==> src/rtl/fma16_sched.sv <==
// ============================================================================
// fma16_sched : round-robin issue scheduler in front of a shared, pipelined
//               fma16 datapath, with per-requester result holding registers.
// Revision    : 1.0
// ============================================================================
`timescale 1ns/1ps
`default_nettype none

module fma16_sched #(
  parameter int NREQ = 4,
  parameter int LAT  = 3
) (
  input  logic                 clk,
  input  logic                 reset,
  input  logic [NREQ-1:0]      req_valid,
  output logic [NREQ-1:0]      req_ready,
  input  logic [16*NREQ-1:0]   req_x,
  input  logic [16*NREQ-1:0]   req_y,
  input  logic [16*NREQ-1:0]   req_z,
  input  logic [4*NREQ-1:0]    req_ctrl,
  output logic                 fma_valid,
  output logic [15:0]          fma_x,
  output logic [15:0]          fma_y,
  output logic [15:0]          fma_z,
  output logic [3:0]           fma_ctrl,
  input  logic [15:0]          fma_result,
  input  logic [3:0]           fma_flags,
  output logic [NREQ-1:0]      rsp_valid,
  output logic [16*NREQ-1:0]   rsp_result,
  output logic [4*NREQ-1:0]    rsp_flags,
  input  logic [NREQ-1:0]      rsp_ack
);

  localparam int PW = (NREQ > 1) ? $clog2(NREQ) : 1;

  logic [PW-1:0]   r_ptr;
  logic [NREQ-1:0] r_busy;
  logic            r_fma_valid;
  logic [15:0]     r_fma_x;
  logic [15:0]     r_fma_y;
  logic [15:0]     r_fma_z;
  logic [3:0]      r_fma_ctrl;
  logic [NREQ-1:0] r_rsp_valid;

  // Stage 0 is the issue cycle; stage LAT is the cycle fma_result is valid.
  logic            r_tag_v  [0:LAT];
  logic [PW-1:0]   r_tag_id [0:LAT];

  logic [NREQ-1:0] w_elig;
  logic [NREQ-1:0] w_ack;
  logic [NREQ-1:0] w_cap;
  logic            w_found;
  logic            w_accept;
  logic [PW-1:0]   w_gnt_idx;
  int              w_scan;

  assign w_elig   = req_valid & ~r_busy;
  assign w_ack    = rsp_ack & r_rsp_valid;
  assign w_accept = |req_ready;

  // Scan from the pointer, wrapping modulo NREQ; first eligible wins.
  always_comb begin
    w_found   = 1'b0;
    w_gnt_idx = '0;
    w_scan    = 0;
    for (int k = 0; k < NREQ; k++) begin
      w_scan = int'(r_ptr) + k;
      if (w_scan >= NREQ) begin
        w_scan = w_scan - NREQ;
      end
      if (!w_found && w_elig[w_scan]) begin
        w_found   = 1'b1;
        w_gnt_idx = PW'(w_scan);
      end
    end
  end

  always_comb begin
    req_ready = '0;
    if (w_found && !reset) begin
      req_ready[w_gnt_idx] = 1'b1;
    end
  end

  always_comb begin
    w_cap = '0;
    if (r_tag_v[LAT]) begin
      w_cap[r_tag_id[LAT]] = 1'b1;
    end
  end

  always_ff @(posedge clk or posedge reset) begin
    if (reset) begin
      r_ptr       <= '0;
      r_busy      <= '0;
      r_fma_valid <= 1'b0;
      r_fma_x     <= '0;
      r_fma_y     <= '0;
      r_fma_z     <= '0;
      r_fma_ctrl  <= '0;
      r_rsp_valid <= '0;
      for (int s = 0; s <= LAT; s++) begin
        r_tag_v[s]  <= 1'b0;
        r_tag_id[s] <= '0;
      end
    end else begin
      r_fma_valid <= w_accept;
      if (w_accept) begin
        r_fma_x    <= req_x[16*w_gnt_idx +: 16];
        r_fma_y    <= req_y[16*w_gnt_idx +: 16];
        r_fma_z    <= req_z[16*w_gnt_idx +: 16];
        r_fma_ctrl <= req_ctrl[4*w_gnt_idx +: 4];
        r_ptr      <= (w_gnt_idx == PW'(NREQ-1)) ? '0 : w_gnt_idx + PW'(1);
      end
      // An ack can only target a busy requester, never the one being granted.
      r_busy      <= (r_busy & ~w_ack) | req_ready;
      r_rsp_valid <= (r_rsp_valid & ~w_ack) | w_cap;
      r_tag_v[0]  <= w_accept;
      r_tag_id[0] <= w_gnt_idx;
      for (int s = 1; s <= LAT; s++) begin
        r_tag_v[s]  <= r_tag_v[s-1];
        r_tag_id[s] <= r_tag_id[s-1];
      end
    end
  end

  for (genvar g = 0; g < NREQ; g++) begin : g_rsp
    logic [15:0] r_res;
    logic [3:0]  r_flg;

    always_ff @(posedge clk or posedge reset) begin
      if (reset) begin
        r_res <= '0;
        r_flg <= '0;
      end else if (w_cap[g]) begin
        r_res <= fma_result;
        r_flg <= fma_flags;
      end
    end

    assign rsp_result[16*g +: 16] = r_res;
    assign rsp_flags[4*g +: 4]    = r_flg;
  end

  assign fma_valid = r_fma_valid;
  assign fma_x     = r_fma_x;
  assign fma_y     = r_fma_y;
  assign fma_z     = r_fma_z;
  assign fma_ctrl  = r_fma_ctrl;
  assign rsp_valid = r_rsp_valid;

endmodule

`default_nettype wire

==> config.mk <==
export PLATFORM = sky130hd
export DESIGN_NAME = fma16_sched
export DESIGN_NICKNAME = d
export VERILOG_FILES = /design/src/rtl/fma16_sched.sv
export SDC_FILE = /design/constraint.sdc
export NUM_CORES = 1
export LEC_CHECK = 0
export CAP_MARGIN = 20
export CELL_PAD_IN_SITES_DETAIL_PLACEMENT = 0
export CELL_PAD_IN_SITES_GLOBAL_PLACEMENT = 1
export CORE_UTILIZATION = 32
export CTS_CLUSTER_SIZE = 16
export DETAILED_ROUTE_END_ITERATION = 7
export PLACE_DENSITY = 0.95
export RECOVER_POWER = 100
export REMOVE_ABC_BUFFERS = 1
export SLEW_MARGIN = 10
export SYNTH_ARGS = -nofsm -noshare
export SYNTH_HDL_FRONTEND = slang
export SYNTH_SLANG_ARGS = --single-unit
==> constraint.sdc <==
create_clock -name clk -period 11.6 [get_ports clk]
set_input_delay 3.48 -clock clk [delete_from_list [all_inputs] [get_ports clk]]
set_output_delay 3.48 -clock clk [all_outputs]
set_load 0.03 [all_outputs]
=== Word-level counts from Yosys, hierarchy flattened ===
Cells that the tools add are included.

* Output and inout bits: 141
* Memories: 0
* ROM bits: 0
* Memory bits (writable): 0
* Latch bits: 0
* Input bits: 238
* Bits in registers: 154

* Reductions and logical operators: 11
* Order comparisons: 12
* Div/mod/pow operators: 0
* Shift-type cells: 4
* Eq/ne operators: 1
* Mux-type cells: 31
* Add/sub/neg operators: 8
* Bitwise logic cells: 8
* Multipliers: 0

{| class="wikitable"
|+ Operator list
! cell !! count
|-
| 64-bit by 7-bit variable part select with 16-bit output || 3
|-
| 32-bit by 4-bit less-than comparator with 1-bit output (second input constant) || 4
|-
| 32-bit two-way mux || 4
|-
| 4-bit bitwise AND || 4
|-
| 16-bit by 5-bit variable part select with 4-bit output || 1
|-
| 1-bit two-way mux || 14
|-
| 3-bit by 3-bit subtractor with 4-bit output (second input constant) || 3
|-
| 2-bit two-way mux || 5
|-
| 3-bit greater-or-equal comparator (second input constant) || 3
|-
| 1-bit binary-select mux with 2-bit select || 4
|-
| 4-bit two-way mux || 2
|-
| 4-bit inverter || 2
|-
| 4-bit OR || 2
|-
| 2-bit by 2-bit adder with 3-bit output (second input constant) || 2
|-
| 1-bit logical AND || 6
|-
| 2-bit by 3-bit less-than comparator with 1-bit output (second input constant) || 2
|-
| 1-bit demux with 2-bit select || 2
|-
| 2-bit by 1-bit greater-or-equal comparator with 1-bit output (second input constant) || 2
|-
| 1-bit zero test || 4
|-
| 4-bit OR reduction || 1
|-
| 2-bit by 3-bit subtractor with 4-bit output (second input constant) || 1
|-
| 2-bit by 1-bit adder with 3-bit output (second input constant) || 1
|-
| 2-bit by 3-bit greater-or-equal comparator with 1-bit output (second input constant) || 1
|-
| 2-bit by 1-bit adder with 2-bit output (second input constant) || 1
|-
| 2-bit == test (second input constant) || 1
|}

=== Logic depth before layout (Yosys ltp) ===
Gate-level depths: netlist of run 1.

* Depth in word-level cells: 21
* Depth in mapped cells: 10
* Mapped depth without buffers: 9

=== Least setup slack after synthesis of run 1 ===
OpenSTA, ideal clock, no wires.

* Path kind: in2out
* Start: input req_valid[3]
* End: output req_ready[0]
* Setup slack: 3256 ps
* Stages on the path: 7
* Path buffers: 3
* Data required time: 8120 ps
* Data arrival time: 4864 ps
* Path through: nor2b_1 > nor2_1 > a21oi_1 > buf_4 > buf_6 > buf_6 > nor3_2

* Cells in the longest elaborated chain, start to end: 19
* Elaborated cells on any way between the ends: 34
* Those cells by class: 2 x order compare; 23 x mux; 1 x bitwise; 8 x reduce/logical

{| class="wikitable"
|+ Ends and longest elaborated chain
! what !! RTL line !! text
|-
| start, declared || 15 || <nowiki>input logic [NREQ-1:0] req_valid,</nowiki>
|-
| 4-bit bitwise AND * || 57 || <nowiki>assign w_elig = req_valid & ~r_busy;</nowiki>
|-
| 1-bit binary-select mux with 2-bit select || 71 || <nowiki>if (!w_found && w_elig[w_scan]) begin</nowiki>
|-
| 1-bit two-way mux (not written as such) (2 in a row) || 71 ||
|-
| 1-bit two-way mux || 71 ||
|-
| 1-bit zero test || 71 ||
|-
| 1-bit logical AND || 71 ||
|-
| 1-bit two-way mux || 71 ||
|-
| 1-bit zero test || 71 ||
|-
| [... 2 more ...] || -- ||
|-
| 1-bit zero test || 71 ||
|-
| 1-bit logical AND || 71 ||
|-
| 2-bit two-way mux || 71 ||
|-
| 2-bit by 3-bit less-than comparator with 1-bit output (not written as such) / 2-bit by 1-bit greater-or-equal comparator with 1-bit output (equally long branches) || 81 || <nowiki>req_ready[w_gnt_idx] = 1'b1;</nowiki>
|-
| 1-bit logical AND (not written as such) || 81 ||
|-
| 1-bit two-way mux (not written as such) || 81 ||
|-
| 1-bit demux with 2-bit select || 81 ||
|-
| 4-bit two-way mux * || 80 || <nowiki>if (w_found && !reset) begin</nowiki>
|-
| end, declared || 16 || <nowiki>output logic [NREQ-1:0] req_ready,</nowiki>
|}

Every way passes the cells marked *; elsewhere a longest branch is shown, timed or not. The select of a mux whose other input is x is not followed.

=== Worst setup path after layout of run 1 ===
* Start: input req_valid[2]
* End: output req_ready[2]

Same word-level chain as after synthesis.

==> reports/qor.yml, run 1 <==
cts:
  cts_tree: "done"
  ctsHoldBuffers: 0
  postCtsSetupRepairBufs: 0
  cts_resized: 0
  numCtsBuffers: 17
  clk_pin_slew_ns: 0.06
  clk_latency_ns: 0.42
  htreeDepth: 4
  cts_root_buf: "clkbuf_16"
  clk_path_buf_depth: 2
  cts.sinks: 154
finish:
  final_cell_mix: "clkdlybuf4s50_1 (210), dlygate4sd3_1 (168), dfrtp_1 (154)"
  final_util_pct: 53.6
  final_nets: 1147
  layout_commonest_cell: "clkdlybuf4s50_1"
  drive_gt1_share_pct: 14.0
  area_growth_pct: 64.5
  n_antenna_cell: 0
  final_cells: 1199
power_and_ir_drop:
  p_leak_nw: 4.88
  irDropWorstVdd_mv: 0.113
  power_density_nw_per_um2: 282
min_path:
  min_path_cells: 0
  min_to: "r_tag_id[5]$_DFF_PP0_"
  hp-start: "r_tag_id[7]$_DFF_PP0_"
  hp-class: "reg -> reg"
routing:
  drc: 0
  firstDrtPassIters: 4
  wl_per_cell_um: 18.8
  vias: 6044
  wirelength_um: 22500
  viasPerCell: 5.04
  ant_nets: 0
  drtIter0Drc: 186
global_route:
  grt_overflow: 0
  grt_pass1_wl_um: 34500
  grt_max_degree: 100
  grt_pass1_vias: 6227
  gr-usage-all-layers_pct: 20.0
  antenna_found_initial: 0
timing:
  rsz0062_at_grt: "false"
  setup_viol: 0
  min_period_ns: 9.69
  report.final.slew_viol_count: 319
  worst-slew-pin-transition_ns: 4.33
  hold_violations: 0
  hold_slack_ns: 0.349
  fin_crit_sh_pct: 83.6
  max_freq_mhz: 103
  finClkSkew_ns: 0.0106
  relSlewSlack_pct: -190
setup_path:
  crit_chain: "dlygate4sd3_1, nor2b_1, a31o_1, nor3_1, inv_1, ha_1, and2_1, dlygate4sd3_1"
  critPathArrivalTime_ns: 6.21
  required_ns: 8.12
  cp-start-kind: "input pin"
  worst_r2r_endpoint: "fma_z[3]$_DFFE_PP0P_"
  rrSetupSlack_ns: 5.62
  crit_fanout: 4
  r2r-start: "r_busy[3]$_DFF_PP0_"
  critPathMaxStageDelay_ns: 0.69
  worst-r2r-cell-count: 7
  cp-end-kind: "primary output"
  timing.critical_path.from: "req_valid[2]"
  slowest_stage: "dlygate4sd3_1"
  path_common_cell: "dlygate4sd3_1"
  criticalPathCategory: "in -> out"
synthesis:
  synthArstFlopShare_pct: 100
  yosys_register_bits: 154
  synth_edf_count: 0
  yosysTopAreaCellShare_pct: 54.4
  syn_avg_cell_area_um2: 13.2
  ys_seq_area_share_pct: 54.4
  synthCells: 539
  yosys.area.top_type: "dfrtp_1"
  syn-cell-area_um2: 7090
  ys_types: 37
  synth_ff_type: "dfrtp_1"
  post_synth_main_area_contributors: "dfrtp_1 (54%), mux2i_1 (15%), mux2_2 (13%)"
  synth_warnings: 0
placement:
  hpwl_um: 16300
  port_buffers: 378
  gp_congestion: 0.782
  place_inst: 1168
die:
  die_y_um: 151
  ioPinCount: 379
  die_area_um2: 22700
  row_count: 54
  initial_core_util_pct: 32.6
  dieWidth_um: 151
  coreArea_um2: 21800
outcome:
  violations: "capacitance limit, slew limit"
  status: "complete, but fails checks"
job:
  cap_viol_max_count: 5
==> how the worst max path moves through the flow <==
stage                     slack, ns                   end  cells after the start
after floorplan               -3.94          req_ready[0]                      4
after global placement         2.22          req_ready[0]                      7
after detailed placement       2.17          req_ready[0]                      7
after CTS                      2.17          req_ready[0]                      7
after global routing           1.30  fma_y[4]$_DFFE_PP0P_                      3
final                          1.91          req_ready[2]                      8
==> layer usage <==
metal / wire [um] / track usage [%]
met1: 8990 / 23.9
met5: 0 / 0
met3: 1700 / 5.60
met2: 11300 / 34.2
met4: 501 / 7.10
==> area by class of cell <==
type,instances,area [um^2]
Sequential cell,154,3850
Inverter,7,27.5
Timing Repair Buffer,389,3850
Clock buffer,17,425
Tap cell,280,350
Clock inverter,14,131
Fill cell,1900,10100
Multi-Input combinational cell,338,3020
==> power breakdown <==
part           internal (mW)  total [mW]  leakage [nW]  switching [mW]
Combinational          0.783        1.82          2.76            1.04
Clock                  0.282       0.535         0.264           0.253
Sequential             0.809       0.934          1.85           0.126
==> registers in the layout, indices dropped and copies added, names as in the netlist <==
register     cells
g_rsp.r_flg     16
r_tag_v          4
g_rsp.r_res     64
r_ptr            2
fma_z           16
fma_x           16
r_busy           4
r_tag_id         8
fma_ctrl         4
fma_y           16
rsp_valid        4
==> cells in the mapped netlist, types with 4 or more instances <==
master / number
dfrtp_1: 154
mux2i_1: 104
mux2_2: 80
o21ai_0: 55
o221ai_1: 52
clkbuf_1: 20
buf_2: 12
inv_1: 6
a21o_1: 5
nand2_1: 4
nor2b_1: 4
==> stage by stage <==
step | total power, mW | setup TNS, ns | instance area [um^2] | worst slack (ns)
floorplan | 2.20 | -34.79 | 6900 | -3.94
global placement | 2.82 | 0 | 11100 | 2.22
detailed placement | 2.86 | 0 | 11100 | 2.17
CTS | 3.41 | 0 | 11700 | 2.17
global route | 3.49 | 0 | 11700 | 1.30
finish | 3.29 | 0 | 11700 | 1.91
==> cells by family after synthesis <==
family,synth area share (%)
AO/OA/AOI/OAI,12.0
adder cells (fa/ha/maj),0.353
buffers and inverters,3.07
flip-flops,54.4
multiplexers,27.6
AND/OR/NAND/NOR,2.70
==> critical path, delay by kind of cell <==
family	cells	cell delay (ns)
buffers and inverters	3	1.42
AOI/OAI and AO/OA	1	0.24
and+or+nand+nor	3	0.80
adders and majority gates	1	0.26
(Power assumes the default switching activity.)
==> inputs of run 2 (changes only) <==
CORE_UTILIZATION = 30   (was 32)
PLACE_DENSITY = 0.91   (was 0.95)
clock period = 9.1 ns   (was 11.6 ns; I/O delays follow)
==> run 2 against run 1 <==
Effect of this change: the run still ends with capacitance limit, slew limit left; critical path depth did not move; sequential power rose by 27%; die area rose by 6.6%; clock power rose by 37%; largest power group unchanged; via count barely moved; cell area rose by 0.91%; count of clock-buffer cells in the layout did not move; final cell count rose by 2.9%; core utilization fell by 2.2 points; worst hold slack got worse by 0.0050 ns; clock skew fell by 0.0018 ns; sequential cell count did not move.
==> reports/qor.yml, run 2 (same netlist as run 1, synthesis figures left out) <==
cts:
  cts_tree: "done"  # unchanged
  cts.sinks: 154  # unchanged
  cts_root_buf: "clkbuf_16"  # unchanged
  htreeDepth: 4  # unchanged
  numCtsBuffers: 17  # unchanged
  clk_pin_slew_ns: 0.06  # about the same
  clk_latency_ns: 0.42  # about the same
  postCtsSetupRepairBufs: 0  # unchanged
  clk_path_buf_depth: 2  # unchanged
  ctsHoldBuffers: 0  # unchanged
  cts_resized: 0  # unchanged
placement:
  placed_area_um2: 11200  # was 11100 um^2
  hpwl_um: 16700  # was 16300 um
  port_buffers: 378  # unchanged
  gp_congestion: 0.775  # was 0.782
die:
  coreArea_um2: 22900  # was 21800 um^2
  dieWidth_um: 156  # was 151 um
  initial_core_util_pct: 30.9  # was 32.6%
  ioPinCount: 379  # unchanged
  row_count: 55  # was 54
  die_y_um: 156  # was 151 um
  die_area_um2: 24200  # was 22700 um^2
outcome:
  status: "complete, but fails checks"  # unchanged
  violations: "capacitance limit, slew limit"  # unchanged
job:
  cap_viol_max_count: 3  # was 5
routing:
  viasPerCell: 4.89  # was 5.04
  wirelength_um: 23000  # was 22500 um
  ant_nets: 0  # unchanged
  firstDrtPassIters: 6  # was 4
  drc: 0  # unchanged
  drtIter0Drc: 223  # was 186
  wl_per_cell_um: 18.7  # was 18.8 um
  vias: 6040  # was 6044
timing:
  hold_violations: 0  # unchanged
  fin_crit_sh_pct: 90.8
  rsz0062_at_grt: "false"  # unchanged
  min_period_ns: 8.26
  max_freq_mhz: 121
  relSlewSlack_pct: -114  # was -190%
  setup_viol: 0  # unchanged
  finClkSkew_ns: 0.00878  # was 0.0106 ns
  worst-slew-pin-transition_ns: 3.19  # was 4.33 ns
  report.final.slew_viol_count: 164  # was 319
global_route:
  grt_max_degree: 87  # was 100
  grt_overflow: 0  # unchanged
  grt_pass1_vias: 6340  # was 6227
  antenna_found_initial: 2  # was 0
  gr-usage-all-layers_pct: 18.9  # was 20.0%
  grt_pass1_wl_um: 35300  # was 34500 um
setup_path:
  criticalPathCategory: "in -> out"  # unchanged
  critPathArrivalTime_ns: 5.53  # was 6.21 ns
  cp-start-kind: "input pin"  # unchanged
  rrSetupSlack_ns: 4.29  # was 5.62 ns
  worst-r2r-cell-count: 10  # was 7
  cp-end-kind: "primary output"  # unchanged
  worst_r2r_endpoint: "r_ptr[1]$_DFFE_PP0P_"  # was fma_z[3]$_DFFE_PP0P_
  r2r-start: "r_ptr[1]$_DFFE_PP0P_"  # was r_busy[3]$_DFF_PP0_
  crit_fanout: 4  # unchanged
  required_ns: 6.37  # was 8.12 ns
finish:
  n_fill_cell: 2078  # was 1900
  layout_commonest_cell: "clkdlybuf4s50_1"  # unchanged
  final_util_pct: 51.3  # was 53.6%
  final_nets: 1148  # was 1147
  area_growth_pct: 66.0  # was 64.5%
  design_area_um2: 11800  # was 11700 um^2
  largest_register_ff_count: 64  # unchanged
  regMostFlops: "g_rsp.r_res"  # unchanged
  final_cell_mix: "clkdlybuf4s50_1 (211), dlygate4sd3_1 (167), dfrtp_1 (154)"  # was clkdlybuf4s50_1 (210), dlygate4sd3_1 (168), dfrtp_1 (154)
  drive_gt1_share_pct: 14.0  # about the same
power_and_ir_drop:
  irDropWorstVdd_mv: 0.145  # was 0.113 mV
  power_density_nw_per_um2: 358  # was 282 nW/um^2
  p_leak_nw: 4.92  # was 4.88 nW
min_path:
  hp-class: "reg -> reg"  # unchanged
  min_path_cells: 0  # unchanged
  hp-start: "r_tag_id[5]$_DFF_PP0_"  # was r_tag_id[7]$_DFF_PP0_
  min_to: "r_tag_id[3]$_DFF_PP0_"  # was r_tag_id[5]$_DFF_PP0_
## run 2: cell count changes in the layout (fill, tap and decap cells not counted), sizes merged
cell / delta
buf: +3
bufinv: +2
clkbuf: -2
clkdlybuf4s50: +1
clkinv: +3
clkinvlp: -2
diode: +1
dlygate4sd3: -1
inv: -3
## run 2: worst max-delay path by stage
| stage | start | to | slack, ns | cells past startpoint |
|---|---|---|---|---|
| after floorplan | req_valid[3] | req_ready[0] | -4.94 | 4 |
| after global placement | req_valid[2] | req_ready[2] | 1.42 | 8 |
| after global routing | req_valid[2] | req_ready[2] | 0.64 | 8 |
| after CTS | req_valid[2] | req_ready[2] | 1.36 | 8 |
| after detailed placement | req_valid[2] | req_ready[2] | 1.37 | 8 |
| final | req_valid[2] | req_ready[2] | 0.84 | 8 |
## run 2: critical path: stages
cell and delay [ns]:
dlygate4sd3_1 0.52, nor2b_1 0.15, a31o_1 0.23, nor3_1 0.52, clkinv_1 0.27, ha_1 0.27, and2_1 0.15, dlygate4sd3_1 0.69
## run 2: metal layers
metal  global-route usage (%)  vias up  routed length [um]  share of wire [%]
met3                     6.42       29                2070                9.0
li1                         -     2793                   -                  -
met4                     6.26        0                 486                2.1
met2                     33.3      264               11800                 51
met5                        0        -                   0                  0
met1                     21.4     2954                8670                 38
## run 2: metrics by stage
step | TNS (ns) | hold slack [ns] | cells | setup WS (ns) | power [mW]
after floorplan | -133.04 | 0.331 | 499 | -4.94 | 2.80
after global placement | 0 | 0.332 | 1201 | 1.42 | 3.62
after detailed placement | 0 | 0.335 | 1201 | 1.37 | 3.65
after CTS | 0 | 0.350 | 1232 | 1.36 | 4.40
after global routing | 0 | 0.354 | 1234 | 0.638 | 4.45
final | 0 | 0.344 | 1234 | 0.838 | 4.21
## run 2: cell type report
class / instances / area (um^2) / area share (%)
timing repair buffer: 390 / 3880 / 33.0
sequential: 154 / 3850 / 32.8
multi-input combinational: 338 / 3000 / 25.5
clock buffer: 17 / 425 / 3.62
tap: 313 / 392 / 3.33
clock inverter: 14 / 184 / 1.56
inverter: 7 / 27.5 / 0.234
antenna: 1 / 2.50 / 0.0213
## run 2: where the power goes
part / internal [mW] / switching (mW)
logic: 0.958 / 1.32
registers: 1.03 / 0.164
clock network: 0.416 / 0.316
total: 2.40 / 1.80
==> inputs of run 3 (changes only) <==
CTS_CLUSTER_SIZE = 28   (was 16)
==> results of run 3 <==
The final DEF is identical to that of run 2; final timing and power are the same.
